### config.mk
export PLATFORM = sky130hd
export DESIGN_NAME = rf_alu_seq_ctrl
export DESIGN_NICKNAME = d
export VERILOG_FILES = /design/src/rtl/rf_alu_seq_ctrl.sv
export SDC_FILE = /design/constraint.sdc
export NUM_CORES = 1
export LEC_CHECK = 0
export ABC_AREA = 1
export ABC_CLOCK_PERIOD_IN_PS = 3550
export BUFFER_PORTS_ARGS = -buffer_cell sky130_fd_sc_hd__buf_2
export CAP_MARGIN = 20
export CORE_ASPECT_RATIO = 0.6
export CORE_MARGIN = 5
export CORE_UTILIZATION = 45
export CTS_BUF_LIST = sky130_fd_sc_hd__clkbuf_16
export CTS_CLUSTER_SIZE = 20
export DETAILED_ROUTE_END_ITERATION = 10
export PLACE_DENSITY = 0.75
export SYNTH_ARGS = -nofsm -noshare
export SYNTH_HDL_FRONTEND = slang
export SYNTH_SLANG_ARGS = --single-unit
### constraint.sdc
create_clock -name clk -period 3.55 [get_ports clk]
set_input_delay 0.71 -clock clk [delete_from_list [all_inputs] [get_ports clk]]
set_output_delay 0.71 -clock clk [all_outputs]
set_load 0.01 [all_outputs]
### src/rtl/rf_alu_seq_ctrl.sv
// Sequential register-file ALU controller: read two operands, compute, write back, respond.
// One operation in flight at a time; the request port is only open in IDLE.
module rf_alu_seq_ctrl (
    input  logic       clk,
    input  logic       reset_n,
    input  logic       req_val,
    output logic       req_rdy,
    input  logic [1:0] req_op,
    input  logic [2:0] req_src0,
    input  logic [2:0] req_src1,
    input  logic [2:0] req_dst,
    output logic [2:0] rf_read_addr,
    input  logic [7:0] rf_read_data,
    output logic       rf_write_en,
    output logic [2:0] rf_write_addr,
    output logic [7:0] rf_write_data,
    output logic       resp_val,
    input  logic       resp_rdy,
    output logic [7:0] resp_data,
    output logic [7:0] done_count
);

    typedef enum logic [2:0] {
        IDLE,
        RD0,
        RD1,
        WB,
        RESP
    } state_t;

    state_t     state;
    logic [7:0] opa;
    logic [7:0] opb;
    logic [7:0] result;
    logic [1:0] op;
    logic [2:0] src0;
    logic [2:0] src1;
    logic [2:0] dst;
    logic [7:0] alu_out;

    // Modulo-256 arithmetic: carries and borrows are simply dropped.
    always_comb begin
        alu_out = opa;
        unique case (op)
            2'b00: alu_out = opa + opb;
            2'b01: alu_out = opa - opb;
            2'b10: alu_out = opa & opb;
            2'b11: alu_out = opa;
        endcase
    end

    always_ff @(posedge clk or negedge reset_n) begin
        if (!reset_n) begin
            state      <= IDLE;
            opa        <= 8'h00;
            opb        <= 8'h00;
            result     <= 8'h00;
            op         <= 2'b00;
            src0       <= 3'd0;
            src1       <= 3'd0;
            dst        <= 3'd0;
            done_count <= 8'h00;
        end else begin
            unique case (state)
                IDLE: begin
                    if (req_val) begin
                        op    <= req_op;
                        src0  <= req_src0;
                        src1  <= req_src1;
                        dst   <= req_dst;
                        state <= RD0;
                    end
                end
                RD0: begin
                    opa   <= rf_read_data;
                    state <= (op == 2'b11) ? WB : RD1;
                end
                RD1: begin
                    opb   <= rf_read_data;
                    state <= WB;
                end
                WB: begin
                    result <= alu_out;
                    state  <= RESP;
                end
                RESP: begin
                    if (resp_rdy) begin
                        done_count <= done_count + 8'd1;
                        state      <= IDLE;
                    end
                end
                default: state <= IDLE;
            endcase
        end
    end

    // Outputs decode straight from the state register, so reset forces them at once.
    always_comb begin
        req_rdy       = (state == IDLE);
        rf_read_addr  = 3'd0;
        rf_write_en   = 1'b0;
        rf_write_addr = 3'd0;
        rf_write_data = 8'h00;
        resp_val      = 1'b0;
        resp_data     = 8'h00;
        unique case (state)
            RD0: rf_read_addr = src0;
            RD1: rf_read_addr = src1;
            WB: begin
                rf_write_en   = (dst != 3'd0);
                rf_write_addr = dst;
                rf_write_data = alu_out;
            end
            RESP: begin
                resp_val  = 1'b1;
                resp_data = result;
            end
            default: ;
        endcase
    end

endmodule

==> qor_table.md <==
| Quantity | Reported | Unit |
|:---|:---|:---|
| Final hold violation count | 0 | - |
| Core Footprint | 5600 | um^2 |
| List of cells traversed by the critical path | inv_2 -> ha_1 -> inv_2 -> nor3_2 -> inv_1 -> o31ai_2 -> xor2_1 -> ha_1 -> nand2_1 -> inv_1 -> nand2_1 -> nand2_1 -> a21oi_2 -> nand3_1 -> nand3_1 -> nand2_1 -> nand2_2 -> inv_1 -> buf_6 | - |
| Switching power summed over all nets | 1550 | uW |
| Number of synthesized register bits | 46 | - |
| Number of global-route vias before repair | 2005 | - |
| Post-synthesis area per instance | 7.98 | um^2 |
| Number of max-slew violations in the final report | 0 | - |
| # clock sinks | 46 | - |
| Clock latency reported for the late side of the worst-skew pair | 0.29 | ns |
| Hold Crit Endpoint | result[7] | - |
| YS warnings | 0 | - |
| Count of buffering cells on the critical path with inverters included | 6 | - |
| Routed wire length | 6170 | um |
| Cell family with most CP delay | simple AND/OR/NAND/NOR gates | - |
| Post-route clock skew | 0.00922 | ns |
| Starting DRT DRC Count | 125 | - |
| Layout net count | 422 | - |
| Top-count cell post-synth | sky130_fd_sc_hd__nand2_1 | - |
| Remaining Overflow, GRT | 0 | - |
| Final count of negative-setup-slack endpoints | 0 | - |
| Placed cells | 457 | - |
| Transition at the pin with the smallest max-transition slack | 0.909 | ns |
| Instance count of the mapped netlist | 328 | - |
| Worst-case clock buffer depth | 2 | - |
| Global placer's final weighted congestion | 0.903 | - |
| Largest cells by area after synthesis | sky130_fd_sc_hd__dfrtp_1, sky130_fd_sc_hd__nand2_1, sky130_fd_sc_hd__inv_1 | - |
| Row count | 21 | - |
| Post-synth cell types | 35 | - |
| P_int | 1830 | uW |
| Total power draw | 3380 | uW |
| Cts bufs inserted | 5 | - |
| Final period utilization | 0.956 | - |
| Path class of the lowest-slack min-delay path | reg2reg | - |
| Proportion of total power due to net switching | 0.459 | - |
| Number of vias in the routed layout | 2267 | - |
| Slew margin rel. | 0.394 | - |
| Post-DR vias/cell | 4.83 | - |
| Arrival time of data at the critical path endpoint | 2.68 | ns |
| P&R area growth vs syn | 22.0 | % |
| Final TNS setup | 0 | ns |
| Total die area | 7500 | um^2 |
| Router iterations before antenna repair | 5 | - |
| Number of DRC violations after detailed routing | 0 | - |
| Cell types with the highest counts after synthesis | sky130_fd_sc_hd__nand2_1, sky130_fd_sc_hd__inv_1, sky130_fd_sc_hd__dfrtp_1 | - |
| Reg power frac | 0.283 | - |
| Clk network pwr share | 0.158 | - |
| Final critical delay including setup and external delays | 3.39 | ns |
| Clock-pin slew reported for the worst setup and hold paths after clock tree synthesis | 0.07 | ns |
| H-tree lvl count | 2 | - |
| Placement-stage cell area | 2970 | um^2 |
| Initial antenna violation count | 0 | - |
| Synthesized Nets | 362 | - |
| # hold bufs at CTS | 0 | - |
| Hold Path Depth | 2 | - |
| First-pass GRT wire length | 10100 | um |
| Initial cell density of the core | 0.468 | - |
| Yosys top cell area share | 0.440 | - |
| Number of routed nets with antenna violations | 0 | - |
| Type of destination of the critical path | output pin | - |
| Critical Setup Path Class | reg2out | - |
| Maximum operating frequency | 0.295 | GHz |
| Endpoint of the worst register-to-register path | result[7] | - |
| Top cell by count, worst path | sky130_fd_sc_hd__nand2_1 | - |
| Startpoint types | register | - |
| Share of total power in combinational logic | 0.560 | - |
| Overall fraction of global-route tracks in use | 0.167 | - |
| Min-delay src | result[7] | - |
| Status | finished, final reports clean | - |
| Max-Cap Viols | 0 | - |
| Proportion of synthesized chip area in sequential cells | 0.440 | - |
| Pin count of the biggest net entering global routing | 42 | - |
| Maximum fanout count along the critical path | 3 | - |
| HPWL reported at the end of detailed placement | 4560 | um |
| CTS root buffer | sky130_fd_sc_hd__clkbuf_16 | - |
| Cell area after synthesis | 2620 | um^2 |
| Final standard cell area without fillers | 3200 | um^2 |
| Buffers added on ports | 55 | - |
| Width of the chip | 108 | um |
| Non-filler instance count after layout | 469 | - |
| Share of layout cells above drive strength 1 | 0.249 | - |
| Static leakage | 0.00180 | uW |
| Setup slack of the worst register-to-register path | 1.15 | ns |
| Height of the chip | 69.1 | um |
| TritonCTS clock tree | yes | - |
| Synth area leader | sky130_fd_sc_hd__dfrtp_1 | - |
| Req. time, crit path | 2.84 | ns |
| CP max stage delay | 0.41 | ns |
| Count of flip-flops with a built-in enable after synthesis | 0 | - |
| Worst IR Drop VDD | 0.418 | mV |
| Number of primary I/O pins | 56 | - |
| Path depth of the worst reg2reg path | 18 | - |
| Fraction of synthesis flops using an asynchronous set or reset pin | 1.00 | - |
| Ys flop type | sky130_fd_sc_hd__dfrtp_1 | - |
| Detail-routed net length per standard cell | 13.1 | um |
| Antenna diode count | 0 | - |
| Library cell contributing the largest single delay on the critical path | sky130_fd_sc_hd__dfrtp_1 | - |
| Pwr dens | 1060 | nW/um^2 |
| RR Startpoint | opb[1] | - |
==> worst max path at each step <==
stage                       from                to  cells past startpoint
final                     opb[1]  rf_write_data[7]                     19
after global routing      opb[1]  rf_write_data[7]                     19
after CTS                 opb[0]  rf_write_data[7]                     17
after detailed placement  opb[0]  rf_write_data[7]                     17
after global placement    opb[0]  rf_write_data[7]                     17
after floorplan           opb[0]  rf_write_data[7]                     18
==> cell usage in the layout (no fill, tap or decap), drive strengths merged <==
cell type  netlist  routed
a2111oi          1       1
a21oi           22      22
a31oi            1       1
buf              8      63
bufinv           0       1
clkbuf           2       5
clkinv           1       2
dfrtp           46      46
fa               1       1
ha              10      10
inv             58      59
mux2             1       1
nand2           70      70
nand3           12      12
nand3b           1       1
nand4            3       3
nor2            33      33
nor3             4       4
o211ai           8       8
o21ai           25      25
o21bai           2       2
o22ai            3       3
o31ai            2       2
or2              1       1
xnor2            7       7
xor2             6       6
==> through the flow <==
stage          utilization  hold slack [ns]  setup slack (ns)
2_1_floorplan            -            0.414             0.736
3_3_place_gp         0.531            0.467             0.504
3_5_place_dp         0.531            0.471             0.358
4_1_cts              0.561            0.487            0.0335
5_1_grt              0.571            0.517           -0.0673
6_report             0.571            0.485             0.158
==> sequential cells by signal, indices dropped and copies added (netlist names) <==
name / cells
dst: 3
state: 3
op: 2
src1: 3
src0: 3
result: 8
opb: 8
opa: 8
done_count: 8
==> cell type report <==
class | count | area, um^2
flip-flops and latches | 46 | 1150
clock inverters | 3 | 43.8
multi-input cells | 213 | 1210
well taps | 80 | 100
inverters | 59 | 223
fillers | 536 | 2400
repair buffers | 63 | 342
clock buffers | 5 | 125
==> worst register-to-register path: cells and delay by family (launching register included) <==
family	cells	cell delay (ns)
AND/OR/NAND/NOR	9	0.66
adder cells (fa/ha/maj)	2	0.42
flip-flops	1	0.41
AO/OA/AOI/OAI	2	0.37
buffers and inverters	4	0.23
XOR/XNOR	1	0.18
==> per-layer routing <==
layer | vias up | routed length, um | GRT usage
met5 | - | 0 | 0
met1 | 1027 | 3240 | 0.279
met3 | 2 | 457 | 0.0429
li1 | 1163 | - | -
met2 | 75 | 2440 | 0.215
met4 | 0 | 30 | 0.0252
==> power groups by stage <==
stage                     Clock, uW  Sequential [uW]  Combinational [uW]
after global routing            570              982                2150
after floorplan                   0              909                1360
final                           532              955                1890
after CTS                       541              947                1790
after global placement            0              940                1740
after detailed placement          0              952                1770
==> logic make-up (layout without fill, tap and decap cells) <==
logic type	Yosys count	after routing	share of synthesized area
adder cells (fa/ha/maj)	11	11	0.0554
AO/OA/AOI/OAI	64	64	0.140
flip-flops	46	46	0.440
multiplexers	1	1	0.00430
AND/OR/NAND/NOR	124	124	0.212
buffers and inverters	69	130	0.106
XOR/XNOR	13	13	0.0435
==> repair_timing <==
item / in CTS / in global routing
gates resized for setup: 0 / 8
setup buffers: 0 / 4
endpoints found under the setup margin: 0 / 1
(Power assumes the default switching activity.)
